$ cat src/rtl/img_pkg.sv
// Shared definitions for the BMP-order image streamer: FSM states, pixel-pair byte lanes, BMP header length.
// Pure declarations; no logic, no latency, no flow control.
package img_pkg;

  typedef enum logic [1:0] {
    ST_IDLE  = 2'd0,
    ST_VSYNC = 2'd1,
    ST_HSYNC = 2'd2,
    ST_DATA  = 2'd3
  } state_e;

  localparam int PIX_W       = 8;
  localparam int WORD_W      = 48;

  // A memory word packs two BGR pixels, left pixel in the low half.
  localparam int LANE_B0     = 0;
  localparam int LANE_G0     = 8;
  localparam int LANE_R0     = 16;
  localparam int LANE_B1     = 24;
  localparam int LANE_G1     = 32;
  localparam int LANE_R1     = 40;

  localparam int BMP_HDR_LEN = 54;

endpackage

$ cat src/rtl/img_frame_counter.sv
// Column/row position of the current pixel-pair read; advances by one beat per enabled cycle, 0-cycle flags.
// No backpressure: counts whenever en is high and wraps to 0,0 after the last beat of a frame.
module img_frame_counter #(
  parameter int COLS = 384,
  parameter int ROWS = 512,
  parameter int CW   = (COLS > 1) ? $clog2(COLS) : 1,
  parameter int RW   = (ROWS > 1) ? $clog2(ROWS) : 1
) (
  input  logic          clk,
  input  logic          rst_n,
  input  logic          en,
  output logic [CW-1:0] col,
  output logic [RW-1:0] row,
  output logic          row_end,
  output logic          last_beat
);

  logic [CW-1:0] col_q, col_d;
  logic [RW-1:0] row_q, row_d;

  always_ff @(posedge clk or negedge rst_n) begin
    if (!rst_n) begin
      col_q <= '0;
      row_q <= '0;
    end else begin
      col_q <= col_d;
      row_q <= row_d;
    end
  end

  always_comb begin
    col_d = col_q;
    row_d = row_q;
    if (en) begin
      if (row_end) begin
        col_d = '0;
        row_d = last_beat ? '0 : row_q + RW'(1);
      end else begin
        col_d = col_q + CW'(1);
      end
    end
  end

  assign row_end   = (col_q == CW'(COLS - 1));
  assign last_beat = row_end && (row_q == RW'(ROWS - 1));
  assign col       = col_q;
  assign row       = row_q;

endmodule

$ cat src/rtl/image_stream_read.sv
// Streams a bottom-up BMP frame from external memory as VSYNC/HSYNC + two RGB pixels per beat; 1 cycle mem_rd->HSYNC.
// No backpressure: timing is free-running once started; start is only honoured in ST_IDLE.
module image_stream_read
  import img_pkg::*;
#(
  parameter int WIDTH          = 768,
  parameter int HEIGHT         = 512,
  parameter int START_UP_DELAY = 100,
  parameter int HSYNC_DELAY    = 160,
  parameter int ADDR_W         = 18
) (
  input  logic              HCLK,
  input  logic              HRESETn,
  input  logic              start,
  output logic [ADDR_W-1:0] mem_addr,
  output logic              mem_rd,
  input  logic [47:0]       mem_rdata,
  output logic              VSYNC,
  output logic              HSYNC,
  output logic [7:0]        DATA_R0,
  output logic [7:0]        DATA_G0,
  output logic [7:0]        DATA_B0,
  output logic [7:0]        DATA_R1,
  output logic [7:0]        DATA_G1,
  output logic [7:0]        DATA_B1,
  output logic              ctrl_done
);

  localparam int COLS    = WIDTH / 2;
  localparam int COL_W   = (COLS > 1) ? $clog2(COLS) : 1;
  localparam int ROW_W   = (HEIGHT > 1) ? $clog2(HEIGHT) : 1;
  localparam int DLY_MAX = (START_UP_DELAY > HSYNC_DELAY) ? START_UP_DELAY : HSYNC_DELAY;
  localparam int DW      = $clog2(DLY_MAX + 1);

  state_e        state_q, state_d;
  logic [DW-1:0] dly_q, dly_d;
  logic          hsync_q, hsync_d;
  logic          last_q, last_d;
  logic          done_q, done_d;

  logic [COL_W-1:0] col;
  logic [ROW_W-1:0] row;
  logic             row_end;
  logic             last_beat;
  logic [ADDR_W-1:0] addr_c;

  img_frame_counter #(
    .COLS (COLS),
    .ROWS (HEIGHT),
    .CW   (COL_W),
    .RW   (ROW_W)
  ) u_cnt (
    .clk       (HCLK),
    .rst_n     (HRESETn),
    .en        (mem_rd),
    .col       (col),
    .row       (row),
    .row_end   (row_end),
    .last_beat (last_beat)
  );

  always_ff @(posedge HCLK or negedge HRESETn) begin
    if (!HRESETn) begin
      state_q <= ST_IDLE;
      dly_q   <= '0;
      hsync_q <= 1'b0;
      last_q  <= 1'b0;
      done_q  <= 1'b0;
    end else begin
      state_q <= state_d;
      dly_q   <= dly_d;
      hsync_q <= hsync_d;
      last_q  <= last_d;
      done_q  <= done_d;
    end
  end

  always_comb begin
    state_d = state_q;
    dly_d   = dly_q;
    case (state_q)
      ST_IDLE: begin
        if (start) begin
          state_d = ST_VSYNC;
          dly_d   = '0;
        end
      end
      ST_VSYNC: begin
        if (dly_q == DW'(START_UP_DELAY - 1)) begin
          state_d = ST_HSYNC;
          dly_d   = '0;
        end else begin
          dly_d = dly_q + DW'(1);
        end
      end
      ST_HSYNC: begin
        if (dly_q == DW'(HSYNC_DELAY - 1)) begin
          state_d = ST_DATA;
          dly_d   = '0;
        end else begin
          dly_d = dly_q + DW'(1);
        end
      end
      ST_DATA: begin
        if (row_end) begin
          state_d = last_beat ? ST_IDLE : ST_HSYNC;
        end
      end
      default: begin
        state_d = ST_IDLE;
        dly_d   = '0;
      end
    endcase
  end

  // Output row 0 is the last row stored in memory (BMP is bottom-up).
  always_comb begin
    addr_c = (ADDR_W'(HEIGHT - 1) - ADDR_W'(row)) * ADDR_W'(COLS) + ADDR_W'(col);
  end

  assign mem_rd   = (state_q == ST_DATA);
  assign mem_addr = mem_rd ? addr_c : '0;
  assign VSYNC    = (state_q == ST_VSYNC);

  always_comb begin
    hsync_d = mem_rd;
    last_d  = mem_rd && last_beat;
    done_d  = last_q;
  end

  // Read data lands in the cycle after mem_rd, aligned with hsync_q.
  assign HSYNC     = hsync_q;
  assign DATA_B0   = hsync_q ? mem_rdata[LANE_B0 +: PIX_W] : 8'd0;
  assign DATA_G0   = hsync_q ? mem_rdata[LANE_G0 +: PIX_W] : 8'd0;
  assign DATA_R0   = hsync_q ? mem_rdata[LANE_R0 +: PIX_W] : 8'd0;
  assign DATA_B1   = hsync_q ? mem_rdata[LANE_B1 +: PIX_W] : 8'd0;
  assign DATA_G1   = hsync_q ? mem_rdata[LANE_G1 +: PIX_W] : 8'd0;
  assign DATA_R1   = hsync_q ? mem_rdata[LANE_R1 +: PIX_W] : 8'd0;
  assign ctrl_done = done_q;

endmodule

$ cat config.mk
export PLATFORM = sky130hd
export DESIGN_NAME = image_stream_read
export DESIGN_NICKNAME = d
export VERILOG_FILES = /design/src/rtl/img_pkg.sv /design/src/rtl/img_frame_counter.sv /design/src/rtl/image_stream_read.sv
export SDC_FILE = /design/constraint.sdc
export NUM_CORES = 1
export LEC_CHECK = 0
export BUFFER_PORTS_ARGS = -buffer_cell sky130_fd_sc_hd__buf_4
export CAP_MARGIN = 10
export CORE_MARGIN = 5
export CORE_UTILIZATION = 40
export CTS_CLUSTER_SIZE = 25
export DETAILED_ROUTE_END_ITERATION = 10
export GPL_TIMING_DRIVEN = 0
export PLACE_DENSITY = 0.78
export SKIP_CTS_REPAIR_TIMING = 1
export SYNTH_ARGS = -nofsm -noshare
export SYNTH_HDL_FRONTEND = slang
export SYNTH_SLANG_ARGS = --single-unit
$ cat constraint.sdc
create_clock -name HCLK -period 5.1 [get_ports HCLK]
set_clock_uncertainty 0.2 [all_clocks]
set_input_delay 0.765 -clock HCLK [delete_from_list [all_inputs] [get_ports HCLK]]
set_output_delay 0.765 -clock HCLK [all_outputs]
set_load 0.1 [all_outputs]
==> reports/metrics.cfg <==
[clock_network]
root_buffer = clkbuf_8
cts_sinks = 31
cts_buffers = 5
htreeDepth = 2
clkTransAtPathRegs_ns = 0.07
tritoncts = yes
clock_path_buffers = 2
clk_latency_ns = 0.29

[finish]
layout_common_cells = buf_4 (120), and2_1 (58), dfrtp_1 (31)
layout_commonest_cell = buf_4
layout-drive-gt1-share_pct = 30.5
areaGrowthSynthToFinish_pct = 40.6
final_nets = 544
instances_no_fill = 561
insertedDiodeCount = 0
ff_latch_area_um2 = 776
fill_cells = 617
multi_input_area_um2 = 1900

[grt]
grt_max_degree = 32
grt_pass1_wl_um = 13400
antenna_found_initial = 0
track_usage_pct = 19.2
grt_overflow = 0
grt_pass1_vias = 2735

[die]
std_cell_rows = 30
pin_count = 121
die_area_um2 = 8790
initial_core_util_pct = 41.3
die_height_um = 93.7
core_area_um2 = 6790
die_w_um = 93.7

[drt]
drt-total-wl_um = 8120
drt_iter0_drc = 116
wire_per_inst_um = 14.5
drt-pass1-iter-count = 4
via_per_inst = 4.86
vias = 2727
ant_nets = 0
drc = 0

[worst_setup_path]
r2r_slack_ns = 2.73
startpoint = u_cnt.row[0]
critPathMaxFanout = 7
timing.rr.end = dly_q[7]
critPathCapture = mem_addr[17]
cp.arrival_ns = 3.50
r2r_cells = 7
worstSetupStartpointType = flop
worstPathRequired_ns = 4.14
worst_setup_path_end_kind = output pin
reg2reg_from = dly_q[0]
crit_type = flop to output pin

[place]
placed_cells = 553
place_congestion = 0.866
hpwl_um = 6820
place_ws_ns = 0.919
numPortBuffers = 120

[sta]
slew_viol_final = 0
setup_tns_ns = 0
fmax_mhz = 224
finalSetupViolCount = 0
tightest_slew_ns = 0.438
hold_viol = 0
period_minus_slack_ns = 4.46
slew_headroom_pct = 70.7
finalWorstSetupSlack_ns = 0.640
period_share_pct = 87.5
rsz0062_at_grt = no

[synthesis]
seq_area_frac_synth_pct = 27.7
synth_flop_cell = dfrtp_1
synth_warnings = 0
async_flop_share_pct = 100
syn-cell-area_um2 = 2810
synth_nets = 417
avgSynthCellArea_um2 = 8.32
synth_edf_count = 0
synth-seq-cells = 31
syn_inst = 337
yosys.cell_types.count = 49

[hold_path]
hold_class = flop to flop
holdCritStartpoint = done_d

[run]
maxCapViolations = 0

[status]
status = finished clean

[pwr]
irDropWorstVdd_mv = 0.117
cellPowerDensity_nw_per_um2 = 135
leakage_uw = 0.00197

-- layer usage --
layer	part of all wire (%)	vias up	global-route usage, %
li1	-	1403	-
met1	46	1253	26.2
met2	48	61	31.3
met3	4.7	10	3.21
met4	1.4	0	5.29
met5	0	-	0
-- worst max-delay path, stage by stage, from the launching register on --
cell	delay (ns)
dfrtp_1	0.44
inv_1	0.10
ha_1	0.26
fa_1	0.46
nand2b_1	0.20
o32a_4	0.34
a2111oi_2	0.44
nand2_1	0.10
nor3b_1	0.32
mux2i_1	0.24
buf_4	0.31
-- power breakdown --
group / total, uW / internal, uW / leakage [uW] / switching (uW)
logic: 33.0 / 23.7 / 0.00151 / 9.31
registers: 246 / 246 / 0.000408 / 0
clock network: 254 / 158 / 0.0000612 / 95.8
-- registers in the layout (all words and copies together) (netlist names) --
register	cells
HSYNC	1
u_cnt.row	9
state_q	2
u_cnt.col	9
dly_q	8
done_d	1
ctrl_done	1
-- cell usage after synthesis, drive strengths merged, types with 2 or more instances --
| cell | count | area (um^2) |
|---|---|---|
| nor2b | 2 | 12.5 |
| fa | 2 | 40.0 |
| xnor2 | 11 | 96.3 |
| dfrtp | 31 | 776 |
| nor3 | 4 | 20.0 |
| or3 | 2 | 12.5 |
| o31ai | 9 | 67.6 |
| or2 | 3 | 18.8 |
| xor2 | 6 | 52.6 |
| nand2b | 5 | 31.3 |
| nor2 | 25 | 93.8 |
| a31oi | 4 | 25.0 |
| a21o | 4 | 30.0 |
| inv | 23 | 86.3 |
| a221oi | 2 | 23.8 |
| nand3 | 13 | 65.1 |
| ha | 27 | 338 |
| a2111oi | 2 | 42.5 |
| o21ai | 26 | 130 |
| and3 | 11 | 68.8 |
| a21oi | 10 | 50.1 |
| nor3b | 2 | 15.0 |
| clkbuf | 9 | 33.8 |
| nand2 | 24 | 90.1 |
| and2 | 58 | 363 |
| buf | 3 | 13.8 |
-- kinds of logic after synthesis --
logic type | synth area share [%]
compound gates | 18.0
xor+xnor | 5.31
fa+ha+maj | 13.5
buf+inv | 4.77
flops | 27.7
mux | 0.758
simple gates | 30.0
-- final cells by class --
class | count | share of cell area [%]
Timing Repair Buffer | 120 | 22.8
Sequential cell | 31 | 19.7
Buffer | 12 | 1.21
Clock inverter | 2 | 0.888
Multi-Input combinational cell | 271 | 48.1
Tap cell | 96 | 3.05
Inverter | 23 | 2.19
Clock buffer | 6 | 2.09
-- metrics by stage --
stage	utilization, %	cell area (um^2)	hold WS, ns	power (uW)
6_report	58.0	3940	0.158	533
3_5_place_dp	56.3	3830	0.140	284
3_3_place_gp	56.3	3830	0.138	283
4_1_cts	58.0	3940	0.161	538
2_1_floorplan	-	2810	0.131	251
5_1_grt	58.0	3940	0.166	550
-- how the worst min path moves through the flow --
stage	endpoint	slack, ns	depth (start not counted)
5_1_grt	ctrl_done	0.17	0
3_5_place_dp	ctrl_done	0.14	0
2_1_floorplan	ctrl_done	0.13	0
4_1_cts	ctrl_done	0.16	0
6_report	ctrl_done	0.16	0
3_3_place_gp	ctrl_done	0.14	0
(Power assumes the default switching activity.)
